### config.mk
export PLATFORM = sky130hd
export DESIGN_NAME = assembly_line_ctrl_flat
export DESIGN_NICKNAME = d
export VERILOG_FILES = /design/src/rtl/assembly_line_ctrl_if.sv /design/src/rtl/assembly_line_ctrl.sv /design/src/flat_wrapper.sv
export SDC_FILE = /design/constraint.sdc
export NUM_CORES = 1
export LEC_CHECK = 0
export BUFFER_PORTS_ARGS = -buffer_cell sky130_fd_sc_hd__buf_2
export CORE_MARGIN = 8
export CORE_UTILIZATION = 52
export DETAILED_ROUTE_END_ITERATION = 12
export GPL_TIMING_DRIVEN = 0
export PLACE_DENSITY = 0.78
export SKIP_LAST_GASP = 1
export SLEW_MARGIN = 20
export SYNTH_ARGS = -nofsm -noshare
export SYNTH_HDL_FRONTEND = slang
export SYNTH_SLANG_ARGS = --single-unit
### constraint.sdc
create_clock -name clk -period 2.6 [get_ports clk]
set_input_delay 0.13 -clock clk [delete_from_list [all_inputs] [get_ports clk]]
set_output_delay 0.13 -clock clk [all_outputs]
set_load 0.1 [all_outputs]
### src/rtl/assembly_line_ctrl_if.sv
// Entry handshake, line controls and status outputs of the assembly-line conveyor controller.
// Handshake: a piece moves at a rising edge where piece_in=1 and piece_rdy=1. piece_rdy depends
// only on controller state, never on piece_in. The master may drop piece_in at any time.
interface assembly_line_ctrl_if #(
  parameter int STAGES = 4,
  parameter int CNT_W  = 8
);
  logic              piece_in;
  logic              piece_rdy;
  logic              halt;
  logic              qc_ok;
  logic              z;
  logic              reject;
  logic [STAGES-1:0] occupancy;
  logic [CNT_W-1:0]  good_count;
  logic [CNT_W-1:0]  reject_count;

  modport master (
    output piece_in, halt, qc_ok,
    input  piece_rdy, z, reject, occupancy, good_count, reject_count
  );

  modport slave (
    input  piece_in, halt, qc_ok,
    output piece_rdy, z, reject, occupancy, good_count, reject_count
  );
endinterface

### src/rtl/assembly_line_ctrl.sv
// Conveyor controller: a one-deep entry buffer feeds a STAGES-station belt that advances
// every WORK_CYCLES clocks. Exits are graded by qc_ok and tallied in saturating counters.
module assembly_line_ctrl #(
  parameter int STAGES      = 4,
  parameter int WORK_CYCLES = 3,
  parameter int CNT_W       = 8
) (
  input  logic                 clk,
  input  logic                 reset,
  assembly_line_ctrl_if.slave  bus,
  output logic [1:0]           state
);
  localparam int CW = (WORK_CYCLES > 1) ? $clog2(WORK_CYCLES) : 1;
  localparam logic [CW-1:0]    LAST    = CW'(WORK_CYCLES - 1);
  localparam logic [CNT_W-1:0] CNT_MAX = {CNT_W{1'b1}};

  typedef enum logic [1:0] {
    IDLE = 2'd0,
    WORK = 2'd1,
    HALT = 2'd2
  } state_t;

  state_t            cur, nxt;
  logic [CW-1:0]     cnt, cnt_nxt;
  logic              pending;
  logic [STAGES-1:0] occ, occ_shifted;
  logic              shift;
  logic              accept;
  logic              exit_piece;
  logic              z_q, reject_q;
  logic [CNT_W-1:0]  good_q, rej_q;

  assign accept      = bus.piece_in & ~pending;
  assign occ_shifted = {occ[STAGES-2:0], pending};
  assign exit_piece  = shift & occ[STAGES-1];

  always_comb begin
    nxt     = cur;
    cnt_nxt = cnt;
    shift   = 1'b0;
    case (cur)
      IDLE: begin
        if (pending && !bus.halt) begin
          shift   = 1'b1;
          cnt_nxt = '0;
          nxt     = WORK;
        end
      end
      WORK: begin
        // halt takes priority over the timer expiring on the same edge
        if (bus.halt) begin
          nxt = HALT;
        end else if (cnt != LAST) begin
          cnt_nxt = cnt + CW'(1);
        end else begin
          shift   = 1'b1;
          cnt_nxt = '0;
          nxt     = (occ_shifted == '0) ? IDLE : WORK;
        end
      end
      HALT: begin
        if (!bus.halt) nxt = WORK;
      end
      default: nxt = IDLE;
    endcase
  end

  always_ff @(posedge clk or negedge reset) begin
    if (!reset) begin
      cur      <= IDLE;
      cnt      <= '0;
      pending  <= 1'b0;
      occ      <= '0;
      z_q      <= 1'b0;
      reject_q <= 1'b0;
      good_q   <= '0;
      rej_q    <= '0;
    end else begin
      cur <= nxt;
      cnt <= cnt_nxt;
      if (shift) occ <= occ_shifted;
      // accept needs pending=0, so it never collides with the shift clearing pending
      if (accept)     pending <= 1'b1;
      else if (shift) pending <= 1'b0;
      z_q      <= exit_piece & bus.qc_ok;
      reject_q <= exit_piece & ~bus.qc_ok;
      if (exit_piece && bus.qc_ok && good_q != CNT_MAX) good_q <= good_q + CNT_W'(1);
      if (exit_piece && !bus.qc_ok && rej_q != CNT_MAX) rej_q <= rej_q + CNT_W'(1);
    end
  end

  assign bus.piece_rdy    = ~pending;
  assign bus.z            = z_q;
  assign bus.reject       = reject_q;
  assign bus.occupancy    = occ;
  assign bus.good_count   = good_q;
  assign bus.reject_count = rej_q;
  assign state            = cur;
endmodule
### src/flat_wrapper.sv
// flat-port wrapper written by rule: the top's interface ports become plain ports
module assembly_line_ctrl_flat 
#(
  parameter int STAGES      = 4,
  parameter int WORK_CYCLES = 3,
  parameter int CNT_W       = 8
)
  (clk, reset, state, bus_piece_in, bus_halt, bus_qc_ok, bus_piece_rdy, bus_z, bus_reject, bus_occupancy, bus_good_count, bus_reject_count);
  assembly_line_ctrl_if #(.STAGES(STAGES), .CNT_W(CNT_W)) bus_i ();
  input  logic clk;
  input  logic reset;
  output logic [1:0] state;
  input wire logic [$bits(bus_i.piece_in)-1:0] bus_piece_in;
  input wire logic [$bits(bus_i.halt)-1:0] bus_halt;
  input wire logic [$bits(bus_i.qc_ok)-1:0] bus_qc_ok;
  output wire logic [$bits(bus_i.piece_rdy)-1:0] bus_piece_rdy;
  output wire logic [$bits(bus_i.z)-1:0] bus_z;
  output wire logic [$bits(bus_i.reject)-1:0] bus_reject;
  output wire logic [$bits(bus_i.occupancy)-1:0] bus_occupancy;
  output wire logic [$bits(bus_i.good_count)-1:0] bus_good_count;
  output wire logic [$bits(bus_i.reject_count)-1:0] bus_reject_count;
  assign bus_i.piece_in = bus_piece_in;
  assign bus_i.halt = bus_halt;
  assign bus_i.qc_ok = bus_qc_ok;
  assign bus_piece_rdy = bus_i.piece_rdy;
  assign bus_z = bus_i.z;
  assign bus_reject = bus_i.reject;
  assign bus_occupancy = bus_i.occupancy;
  assign bus_good_count = bus_i.good_count;
  assign bus_reject_count = bus_i.reject_count;
  assembly_line_ctrl #(.STAGES(STAGES), .WORK_CYCLES(WORK_CYCLES), .CNT_W(CNT_W)) u_core (.clk(clk), .reset(reset), .bus(bus_i), .state(state));
endmodule
---- Word level (Yosys, flattened, before mapping) ----
Cells that the tools add are included.
word-level totals
  flip-flop bits (word level) ............. 27
  input port bits ......................... 5
  output and inout bits ................... 25
  logic and storage cells ................. 55
operators by class
  add/subtract/negate cells ............... 3
  equality and inequality tests ........... 9
  multiplexer cells ....................... 16
  bitwise gates (word level) .............. 6
  reduce and logical (&&, ||, !) cells .... 13
operators by type and width
  cell                                                                      count
  8-bit by 1-bit adder with 8-bit output (second input constant)            2
  8-bit inequality test (second input constant)                             2
  2-bit two-way mux                                                         7
  1-bit two-way mux                                                         6
  2-bit inequality test (second input constant)                             3
  2-bit case mux with 3 select lines                                        1
  3-bit AND reduction                                                       2
  1-bit logical AND                                                         5
  1-bit bitwise AND                                                         4
  4-bit logical NOT                                                         1
  2-bit case mux with 2 select lines                                        1
  2-bit nonzero test                                                        2
  3-bit inequality test (second input constant)                             1
  2-bit by 1-bit adder with 2-bit output (second input constant)            1
  2-bit by 1-bit equality test with 1-bit output (second input constant)    1
  2-bit equality test (second input constant)                               1
  1-bit logical NOT                                                         2
  2-bit logical NOT                                                         1
  2-bit by 1-bit inequality test with 1-bit output (second input constant)  1
  1-bit NOT                                                                 2
  1-bit case mux with 2 select lines                                        1

---- Depth between registers and ports, before layout ----
Gate-level depths: netlist (run 1).
  depth after elaboration ................. 7
  gate-level depth with buffers ........... 6
  depth with buffers taken out ............ 5

---- Least setup slack after synthesis (run 1) ----
No wires, ideal clock.
  path kind ............................... flip-flop to flip-flop
  start point ............................. reg u_core.rej_q[0] (netlist: u_core.bus.reject_count[0])
  end point ............................... reg u_core.rej_q[1] (netlist: u_core.bus.reject_count[1])
  library setup time ...................... 0.128 ns
  arrival ................................. 2.286 ns
  required time ........................... 2.472 ns
  path slack .............................. 0.185 ns
  cell stages (with the launch flop) ...... 6
  path buffers ............................ 0
  clock period less this slack ............ 2.415 ns
  cell sequence ........................... dfrtp_1 > ha_1 > nand2_1 > nor3_1 > nor2_2 > mux2_1
on the way
  word-level cells in the longest chain between the ends .. 2
  elaborated cells between the ends (all ways) .. 3
  those cells by class .................... 1 x add/sub; 1 x eq/ne; 1 x reduce/logical
ends and longest elaborated chain
  what                                                                            RTL line                  RTL
  start: declaration                                                              assembly_line_ctrl.sv:31  logic [CNT_W-1:0] good_q, rej_q;
  start signal: assignment                                                        assembly_line_ctrl.sv:88  if (exit_piece && !bus.qc_ok && rej_q != CNT_MAX) rej_q <= rej_q + CNT_W'(1);
  branches (longest 2 deep; another with 8-bit by 1-bit adder with 8-bit output)  --
Several ways; the timed one is not identified.
A chain may end at the register's enable or synchronous reset.

---- Worst setup path in the final report (run 1) ----
  start point ............................. reg u_core.cur[1] (netlist: u_core.state[1])
  end point ............................... reg u_core.rej_q[1] (netlist: u_core.bus.reject_count[1])
on the way
  word-level cells in the longest chain between the ends .. 5
  elaborated cells between the ends (all ways) .. 6
  those cells by class .................... 1 x eq/ne; 1 x mux; 1 x bitwise; 3 x reduce/logical
ends and longest elaborated chain
  what                                                                                        RTL line                  RTL
  start: declaration                                                                          assembly_line_ctrl.sv:23  state_t cur, nxt;
  start signal: assignment                                                                    assembly_line_ctrl.sv:79  cur <= nxt;
  2-bit by 1-bit equality test with 1-bit output / 2-bit logical NOT (equally long branches)  assembly_line_ctrl.sv:41  case (cur)
  1-bit case mux with 2 select lines *                                                        assembly_line_ctrl.sv:41
  1-bit bitwise AND *                                                                         assembly_line_ctrl.sv:35  assign exit_piece = shift & occ[STAGES-1];
  1-bit logical AND * (2 in series)                                                           assembly_line_ctrl.sv:88
Every way passes the cells marked *; elsewhere a longest branch is shown, timed or not.

==> results of run 1 <==
==> registers in the layout, summed over array words and instances (netlist names) <==
register and count:
u_core.bus.good_count 8, u_core.bus.occupancy 4, u_core.bus.reject 1, u_core.bus.reject_count 8, u_core.bus.z 1, u_core.cnt 2
u_core.pending 1, u_core.state 2
==> per-layer routing <==
metal  vias up  wire length, um
met5         -                0
met4         0               18
met3         2              143
met2        18             1160
met1       453             1140
li1        457                -
==> metrics by stage <==
stage,util,instances,hold slack (ns),worst slack [ns]
2_1_floorplan,-,106,-0.166,0.185
3_3_place_gp,0.610,165,0.157,0.705
3_5_place_dp,0.610,165,0.166,0.679
4_1_cts,0.627,170,0.0236,0.655
5_1_grt,0.627,170,0.0274,0.554
6_report,0.627,170,0.0387,0.668
==> logic make-up after synthesis <==
logic type / Yosys count / share of synthesized area
AO/OA/AOI/OAI: 16 / 0.0973
XOR/XNOR: 11 / 0.0756
adder cells (fa/ha/maj): 2 / 0.0196
buffers and inverters: 5 / 0.0206
flip-flops: 27 / 0.530
multiplexers: 8 / 0.0707
AND/OR/NAND/NOR: 37 / 0.186
==> timing repair <==
item | in CTS | in global routing
hold endpoints to repair | 27 | 0
hold buffers | 1 | 0
resized for setup | 0 | 0
==> synth_stat cells (2+ instances only) <==
| cell | n | share of area |
|---|---|---|
| dfrtp_1 | 27 | 0.53 |
| xor2_1 | 10 | 0.069 |
| o21ai_0 | 4 | 0.016 |
| nor4_2 | 2 | 0.020 |
| nor2_1 | 6 | 0.018 |
| nor3_1 | 4 | 0.016 |
| nand4_1 | 2 | 0.0098 |
| nand2_1 | 6 | 0.018 |
| nand3_1 | 6 | 0.024 |
| mux2_1 | 2 | 0.018 |
| mux2_2 | 6 | 0.053 |
| a21oi_1 | 2 | 0.0079 |
| nor4_1 | 2 | 0.0098 |
| inv_1 | 4 | 0.012 |
| ha_1 | 2 | 0.020 |
| a31oi_1 | 3 | 0.015 |
==> power by group <==
part	leakage (nW)	switching, mW	total (mW)	internal [mW]
Sequential	0.341	0.119	0.639	0.520
Combinational	0.377	0.812	1.01	0.201
Clock	0.0139	0.128	0.186	0.0587
Total	0.731	1.06	1.84	0.780
==> cell type report <==
type	count	area [um2]	area share
buffer	1	11.3	0.00753
clock buffer	3	22.5	0.0151
sequential	27	676	0.452
multi-input combinational	74	572	0.382
clock inverter	1	7.51	0.00502
timing repair buffer	30	155	0.104
tap	30	37.5	0.0251
inverter	4	15.0	0.0100
==> worst reg2reg max path, stage by stage, from the launching register on <==
cell,delay (ns)
dfrtp_1,0.41
buf_6,0.14
or4b_4,0.55
a21o_4,0.23
nor2_2,0.17
mux2_1,0.34
==> how the worst min path moves through the flow <==
| stage | start | endpoint | slack [ns] |
|---|---|---|---|
| global route | bus_piece_in | u_core.pending | 0.03 |
| global placement | reset | u_core.state[1] | 0.16 |
| detailed placement | reset | u_core.state[1] | 0.17 |
| floorplan | reset | u_core.bus.good_count[0] | -0.17 |
| finish | bus_halt | u_core.state[0] | 0.04 |
| CTS | bus_halt | u_core.state[0] | 0.02 |
==> metrics.md, run 1 <==
| Metric | Value |
|---|---|
| Top Family by Delay on Critical Path | `simple AND/OR/NAND/NOR gates` |
| Pwr Density | `1230 mW/mm2` |
| Antenna Nets Post-Route | `0` |
| CTS tree | `yes` |
| Post-CTS Setup Inserts | `0` |
| Global route hottest layer | `met2` |
| Initial DRC count | `37` |
| Path depth of the worst reg2reg path | `5` |
| Worst Setup SP | `u_core.state[1]` |
| Min Tclk post-route | `between 1.5 and 2 ns` |
| Routability cong. | `approximately 0.76` |
| Clock transition at path regs | `0.15 ns` |
| CTS sink count | `27` |
| Max-slew violations | `0` |
| Met1 usage | `0.144` |
| Root Driver | `clkbuf_4` |
| Vias in the first global route | `between 1,000 and 1,500` |
| Slowest stage delay, CP | `~0.55 ns` |
| M3 GR Usage | `0.0340` |
| Row cnt | `18` |
| Worst Setup EP | `u_core.bus.reject_count[1]` |
| Core Box Area | `between 0.002 and 0.0025 mm2` |
| Clock Tree Buf Depth | `2` |
| Via-to-Cell Ratio | `between 5 and 6` |
| Met2 Resource Use GR | `0.210` |
| Fin area | `about 0.0015 mm2` |
| Area of the mapped netlist | `between 0.001 and 0.0015 mm2` |
| Final HPWL DP | `about 1.9 mm` |
| I/O pin count | `30` |
| Total GRT Usage | `0.122` |
| Total Power | `around 1.8 mW` |
| H-tree lvl count | `1` |
| Post-synthesis sequential area ratio | `0.530` |
| DR DRC count | `0` |
| Fin nets | `about 150` |
| Net count after synthesis | `about 110` |
| Worst EP required | `around 2.8 ns` |
| Hold depth | `2` |
| Chip Width | `between 60 and 70 um` |
| Startpoint Class | `flip-flop` |
| Pin count of the biggest net entering global routing | `28` |
| I/O Buffers | `29` |
| First-pass GRT wire length | `~4.3 mm` |
| Drt pass-1 iters | `4` |
| Routed len/inst | `~14 um` |
| Final Hold Viols | `0` |
| Placed cell areas | `about 0.0015 mm2` |
| Setup TNS | `0 ns` |
| Yosys reg bits | `27` |
| Post-synth ARST share | `1.00` |
| Post-Synthesis Cells | `106` |
| Clk_skew | `0.00758 ns` |
| Peak Freq | `~520 MHz` |
| Layout cells sized above 1 | `0.357` |
| Die height | `65.5 um` |
| Leakage | `roughly 0.73 nW` |
| Initial core utilization | `0.534` |
| Area Growth Syn to Fin | `17.5%` |
| Worst setup EP type | `flip-flop` |
| Slowest CP cell | `or4b_4` |
| # diodes | `0` |
| Die Footprint | `approximately 0.0043 mm2` |
| Post-synth EDFFs | `0` |
| Worst vdd ir | `between 1 and 1.5 mV` |
| Most frequent cells in the layout | `29 x buf_2, 27 x dfrtp_1, 10 x xor2_1` |
| Worst skew pair latency | `between 0.3 and 0.4 ns` |
| Synth warn | `0` |
| Relative slew slack | `0.540` |
| RSZ-0062 raised after global routing | `no` |
| Reg2reg setup slack | `roughly 0.67 ns` |
| CP Depth | `5` |
| Final wirelength | `approximately 2.5 mm` |
| Worst R2R Start | `u_core.state[1]` |
| CTS Buf Count | `3` |
| Worst Path Arrival | `~2.2 ns` |
| # setup viols final | `0` |
| WS Path Type | `reg2reg` |
| Worst path cell trace | `buf_6 > or4b_4 > a21o_4 > nor2_2 > mux2_1` |
| Cell variety after synth | `34` |
| Outcome | `finished clean` |
| Initial antenna violation count | `0` |
| Slew of the pin with the lowest slew margin | `between 0.6 and 0.7 ns` |
| R2R Path End | `u_core.bus.reject_count[1]` |
| Ys flop type | `dfrtp_1` |
| Commonest non-fill, non-tap cell in the layout | `buf_2` |
| CP Buf/Inv Count | `1` |
| Min-Delay Path Class | `in2reg` |
| Period utilisation layout | `0.743` |
| Maxcap violations | `0` |
| GRT overflow | `0` |
| Avg Inst Size Synth | `12.0 um2` |
| Fill cell count | `207` |
| Via Count | `930` |
| Critical path fanouts, max | `7` |
Note: power is estimated with default switching activity, not from simulation.
==> run 2, diff against run 1 <==
==> constraint.sdc (replaced) <==
create_clock -name clk -period 1.8 [get_ports clk]
set_input_delay 0.09 -clock clk [delete_from_list [all_inputs] [get_ports clk]]
set_output_delay 0.09 -clock clk [all_outputs]
set_load 0.1 [all_outputs]
==> metrics.md, run 2 (synthesis gave the netlist of run 1 again) <==
| Metric | Value |
|---|---|
| Max-slew violations | `0` |
| Placed Cells incl. Taps | `165` |
| Total Power | `2.82 mW` |
| # setup viols final | `4` |
| Core Box Area | `~0.0024 mm2` |
| Period utilisation layout | `1.02` |
| Vias in the first global route | `between 1,000 and 1,500` |
| Chip Width | `65.5 um` |
| Worst Path Arrival | `around 2.1 ns` |
| Drt pass-1 iters | `4` |
| Final Hold Viols | `0` |
| Die Footprint | `0.00429 mm2` |
| Outcome | `complete, but fails checks` |
| Via Count | `between 900 and 1,000` |
| Final core occ | `0.709` |
| Fin nets | `~160` |
| I/O pin count | `30` |
| # diodes | `0` |
| WS Path Type | `reg2reg` |
| Layout cells sized above 1 | `0.571` |
| Clk_skew | `a little over 0.008 ns` |
| Via-to-Cell Ratio | `5.49` |
| Relative slew slack | `0.609` |
| H-tree lvl count | `1` |
| CTS sink count | `27` |
| Total GRT Usage | `0.139` |
| Pin count of the biggest net entering global routing | `28` |
| DR DRC count | `0` |
| Final wirelength | `about 2.8 mm` |
| Worst vdd ir | `~1.8 mV` |
| Leakage | `between 0.7 and 0.8 nW` |
| RSZ-0062 raised after global routing | `yes` |
| Routed len/inst | `about 16 um` |
| Failing checks | `setup timing` |
| Row cnt | `18` |
| Peak Freq | `542 MHz` |
| Final HPWL DP | `1.95 mm` |
| Worst EP required | `2.02 ns` |
| Maxcap violations | `0` |
| CTS tree | `yes` |
| Min-Delay Path Class | `in2reg` |
| Initial DRC count | `between 40 and 50` |
| Min Tclk post-route | `~1.8 ns` |
| Worst skew pair latency | `roughly 0.32 ns` |
| Die height | `roughly 65 um` |
| Slew of the pin with the lowest slew margin | `between 0.5 and 0.6 ns` |
| Critical path fanouts, max | `7` |
| Initial antenna violation count | `0` |
| Commonest non-fill, non-tap cell in the layout | `buf_2` |
| I/O Buffers | `29` |
| Startpoint Class | `flip-flop` |
| Clock Tree Buf Depth | `2` |
| PnR worst setup slack | `-0.0445 ns` |
| Initial core utilization | `0.534` |
| Hold slack | `0.0111 ns` |
| Most frequent cells in the layout | `29 x buf_2, 17 x dfrtp_2, 10 x xor2_1` |
| First-pass GRT wire length | `approximately 4.8 mm` |
| Routability cong. | `approximately 0.77` |
| Final Instance Count excl. Fillers | `approximately 180` |
| Worst setup EP type | `flip-flop` |
| Pwr Density | `between 1500 and 2000 mW/mm2` |
| Clock transition at path regs | `roughly 0.15 ns` |
| GRT overflow | `0` |
| Root Driver | `clkbuf_4` |
| CTS Buf Count | `3` |
| Area Growth Syn to Fin | `32.8%` |
| Antenna Nets Post-Route | `0` |
[run 2: worst max-delay path, cell delays in order, from the launching register on]
cell and delay, ns:
dfrtp_4 0.46, buf_6 0.11, nand3b_4 0.09, a2111o_2 0.61, nor2_4 0.17, mux2_4 0.31
[run 2: through the flow]
step,worst slack [ns],TNS [ns],cell area [um2]
finish,-0.0445,-0.119,1690
global route,-0.0895,-0.880,1690
CTS,-0.0845,-0.134,1640
detailed placement,-0.0830,-0.329,1540
global placement,-0.0661,-0.203,1540
floorplan,-0.232,-1.39,1350
[run 2: routing by layer]
metal / vias up / global-route usage / routed length [um]
li1: 467 / - / -
met3: 4 / 0.0340 / 154
met4: 0 / 0.0490 / 27
met5: - / 0 / 0
met1: 476 / 0.175 / 1250
met2: 24 / 0.226 / 1400
[run 2: cell type report]
class / instances / area (um2)
clock buffers: 4 / 26.3
fillers: 183 / 696
inverters: 4 / 15.0
multi-input cells: 74 / 687
flip-flops and latches: 27 / 704
well taps: 30 / 37.5
repair buffers: 38 / 221
[run 2: final timing paths]
check	start	end	slack, ns	depth (start not counted)
min in group asynchronous	reset	u_core.bus.reject	0.28	2
max in group asynchronous	reset	u_core.state[0]	1.09	2
hold reg to reg	u_core.bus.reject_count[5]	u_core.bus.reject_count[5]	0.50	1
setup / recovery	u_core.state[0]	u_core.bus.good_count[1]	-0.04	5
hold / removal	bus_piece_in	u_core.pending	0.01	3
setup reg to reg	u_core.state[0]	u_core.bus.good_count[1]	-0.04	5
[run 2: what timing repair did]
| action | 4_1_cts | 5_1_grt |
|---|---|---|
| hold buffers | 2 | 0 |
| setup buffers | 6 | 1 |
| setup endpoints to repair | 9 | 18 |
| pin swaps | 3 | 7 |
| resized for setup | 3 | 8 |
| hold endpoints to repair | 28 | 0 |
[run 2: report_power, final]
part	leakage, nW	total (mW)	internal, mW	switching (mW)
logic	0.469	1.60	0.368	1.23
registers	0.315	0.965	0.778	0.188
clock network	0.0150	0.260	0.0867	0.174
total	0.799	2.82	1.23	1.59
==> run 3, diff against run 2 <==
--- a/config.mk
+++ b/config.mk
@@ -7,10 +7,11 @@
 export LEC_CHECK = 0
 export BUFFER_PORTS_ARGS = -buffer_cell sky130_fd_sc_hd__buf_2
 export CORE_MARGIN = 8
-export CORE_UTILIZATION = 52
+export CORE_UTILIZATION = 55
+export CTS_BUF_LIST = sky130_fd_sc_hd__clkbuf_8
 export DETAILED_ROUTE_END_ITERATION = 12
 export GPL_TIMING_DRIVEN = 0
-export PLACE_DENSITY = 0.78
+export PLACE_DENSITY = 0.81
 export SKIP_LAST_GASP = 1
 export SLEW_MARGIN = 20
 export SYNTH_ARGS = -nofsm -noshare
==> metrics.md, run 3 (synthesis gave the netlist of run 1 again) <==
| Metric | Value |
|---|---|
| Clk_skew | `0.00466 ns` |
| Maxcap violations | `0` |
| WS Path Type | `reg2reg` |
| DR DRC count | `0` |
| Chip Width | `64.1 um` |
| Final Hold Viols | `0` |
| H-tree lvl count | `1` |
| Worst EP required | `1.95 ns` |
| Core Box Area | `approximately 0.0022 mm2` |
| Die Footprint | `approximately 0.0041 mm2` |
| GRT overflow | `0` |
| # diodes | `0` |
| CTS Buf Count | `3` |
| I/O pin count | `30` |
| Root Driver | `clkbuf_8` |
| Clock transition at path regs | `roughly 0.090 ns` |
| Area Growth Syn to Fin | `31.7%` |
| RSZ-0062 raised after global routing | `yes` |
| Worst vdd ir | `between 1.5 and 2 mV` |
| Worst setup EP type | `flip-flop` |
| Die height | `~64 um` |
| Final HPWL DP | `1.98 mm` |
| Critical path fanouts, max | `7` |
| First-pass GRT wire length | `around 4.6 mm` |
| Fin nets | `approximately 160` |
| Relative slew slack | `0.593` |
| Layout cells sized above 1 | `0.574` |
| Via Count | `between 900 and 1,000` |
| Final core occ | `0.758` |
| Worst R2R Start | `u_core.state[0]` |
| Startpoint Class | `flip-flop` |
| Period utilisation layout | `1.03` |
| I/O Buffers | `29` |
| Vias in the first global route | `about 1,000` |
| PnR worst setup slack | `-0.0572 ns` |
| Most frequent cells in the layout | `29 x buf_2, 17 x dfrtp_2, 10 x xor2_1` |
| Peak Freq | `about 540 MHz` |
| Initial DRC count | `29` |
| Min Tclk post-route | `between 1.5 and 2 ns` |
| Total GRT Usage | `0.140` |
| Max-slew violations | `0` |
| Pin count of the biggest net entering global routing | `28` |
| Drt pass-1 iters | `4` |
| Leakage | `around 0.80 nW` |
| Slew of the pin with the lowest slew margin | `between 0.6 and 0.7 ns` |
| Min-Delay Path Class | `in2reg` |
| Initial core utilization | `0.576` |
| Hold slack | `~0.063 ns` |
| Hold Crit Start | `bus_halt` |
| Row cnt | `17` |
| Via-to-Cell Ratio | `about 5.5` |
| CTS sink count | `27` |
| Final wirelength | `between 2 and 3 mm` |
| CTS tree | `yes` |
| Clock Tree Buf Depth | `2` |
| Worst Setup SP | `u_core.state[0]` |
| Initial antenna violation count | `0` |
| Pwr Density | `around 1700 mW/mm2` |
| Routed len/inst | `approximately 17 um` |
| Worst skew pair latency | `between 0.2 and 0.3 ns` |
| # setup viols final | `3` |
| Routability cong. | `approximately 0.80` |
| Outcome | `complete, but fails checks` |
| Commonest non-fill, non-tap cell in the layout | `buf_2` |
| Fill cell count | `approximately 150` |
| Worst Path Arrival | `2.01 ns` |
| Antenna Nets Post-Route | `0` |
| Failing checks | `setup timing` |
[run 3: final cells by class]
class                           count  area [um2]  share of cell area
Clock inverter                      1        3.75             0.00224
Clock buffer                        3        41.3              0.0246
Tap cell                           28        35.0              0.0209
Timing Repair Buffer               39         223               0.133
Multi-Input combinational cell     74         656               0.391
Inverter                            4        15.0             0.00895
Sequential cell                    27         704               0.420
[run 3: metal layers]
| layer | track usage | part of all wire | vias to the layer above | routed length, um |
|---|---|---|---|---|
| met1 | 0.168 | 0.45 | 478 | 1330 |
| met3 | 0.0209 | 0.032 | 4 | 93 |
| met4 | 0.0736 | 0.019 | 0 | 55 |
| li1 | - | - | 473 | - |
| met5 | 0 | 0 | - | 0 |
| met2 | 0.238 | 0.50 | 17 | 1450 |
[run 3: report_power, final]
part	switching [mW]	internal, mW
clock	0.173	0.153
combinational	1.22	0.370
sequential	0.175	0.778
total	1.57	1.30
[run 3: path summary, 6_finish.rpt]
kind                                            end  slack [ns]  depth (start not counted)
setup / recovery           u_core.bus.good_count[6]       -0.06                          4
hold / removal                      u_core.state[0]        0.06                          2
setup reg to reg           u_core.bus.good_count[6]       -0.06                          4
hold reg to reg            u_core.bus.good_count[0]        0.50                          1
max in group asynchronous           u_core.state[1]        1.01                          2
min in group asynchronous             u_core.cnt[0]        0.35                          2
[run 3: per-stage QoR]
step	total power [mW]	area (um2)	setup TNS, ns	std cells	setup WS, ns
final	2.87	1680	-0.0917	176	-0.0572
after detailed placement	2.49	1530	-0.378	163	-0.0962
after global routing	2.99	1680	-0.361	176	-0.114
after CTS	2.87	1650	-0.171	174	-0.0641
after global placement	2.45	1530	-0.195	163	-0.0627
after floorplan	2.22	1350	-1.39	106	-0.232
[run 3: what timing repair did]
| action | 4_1_cts | 5_1_grt |
|---|---|---|
| setup endpoints to repair | 9 | 17 |
| gates cloned | 0 | 0 |
| resized for setup | 3 | 3 |
| pin swaps | 7 | 5 |
| hold buffers | 1 | 0 |
| hold endpoints to repair | 27 | 0 |
| setup buffers | 7 | 2 |
[run 3: critical path, stage by stage (launching register included)]
cell	delay (ns)
dfrtp_4	0.49
nand2b_4	0.15
a2111o_2	0.58
nor3_2	0.21
mux2_4	0.31
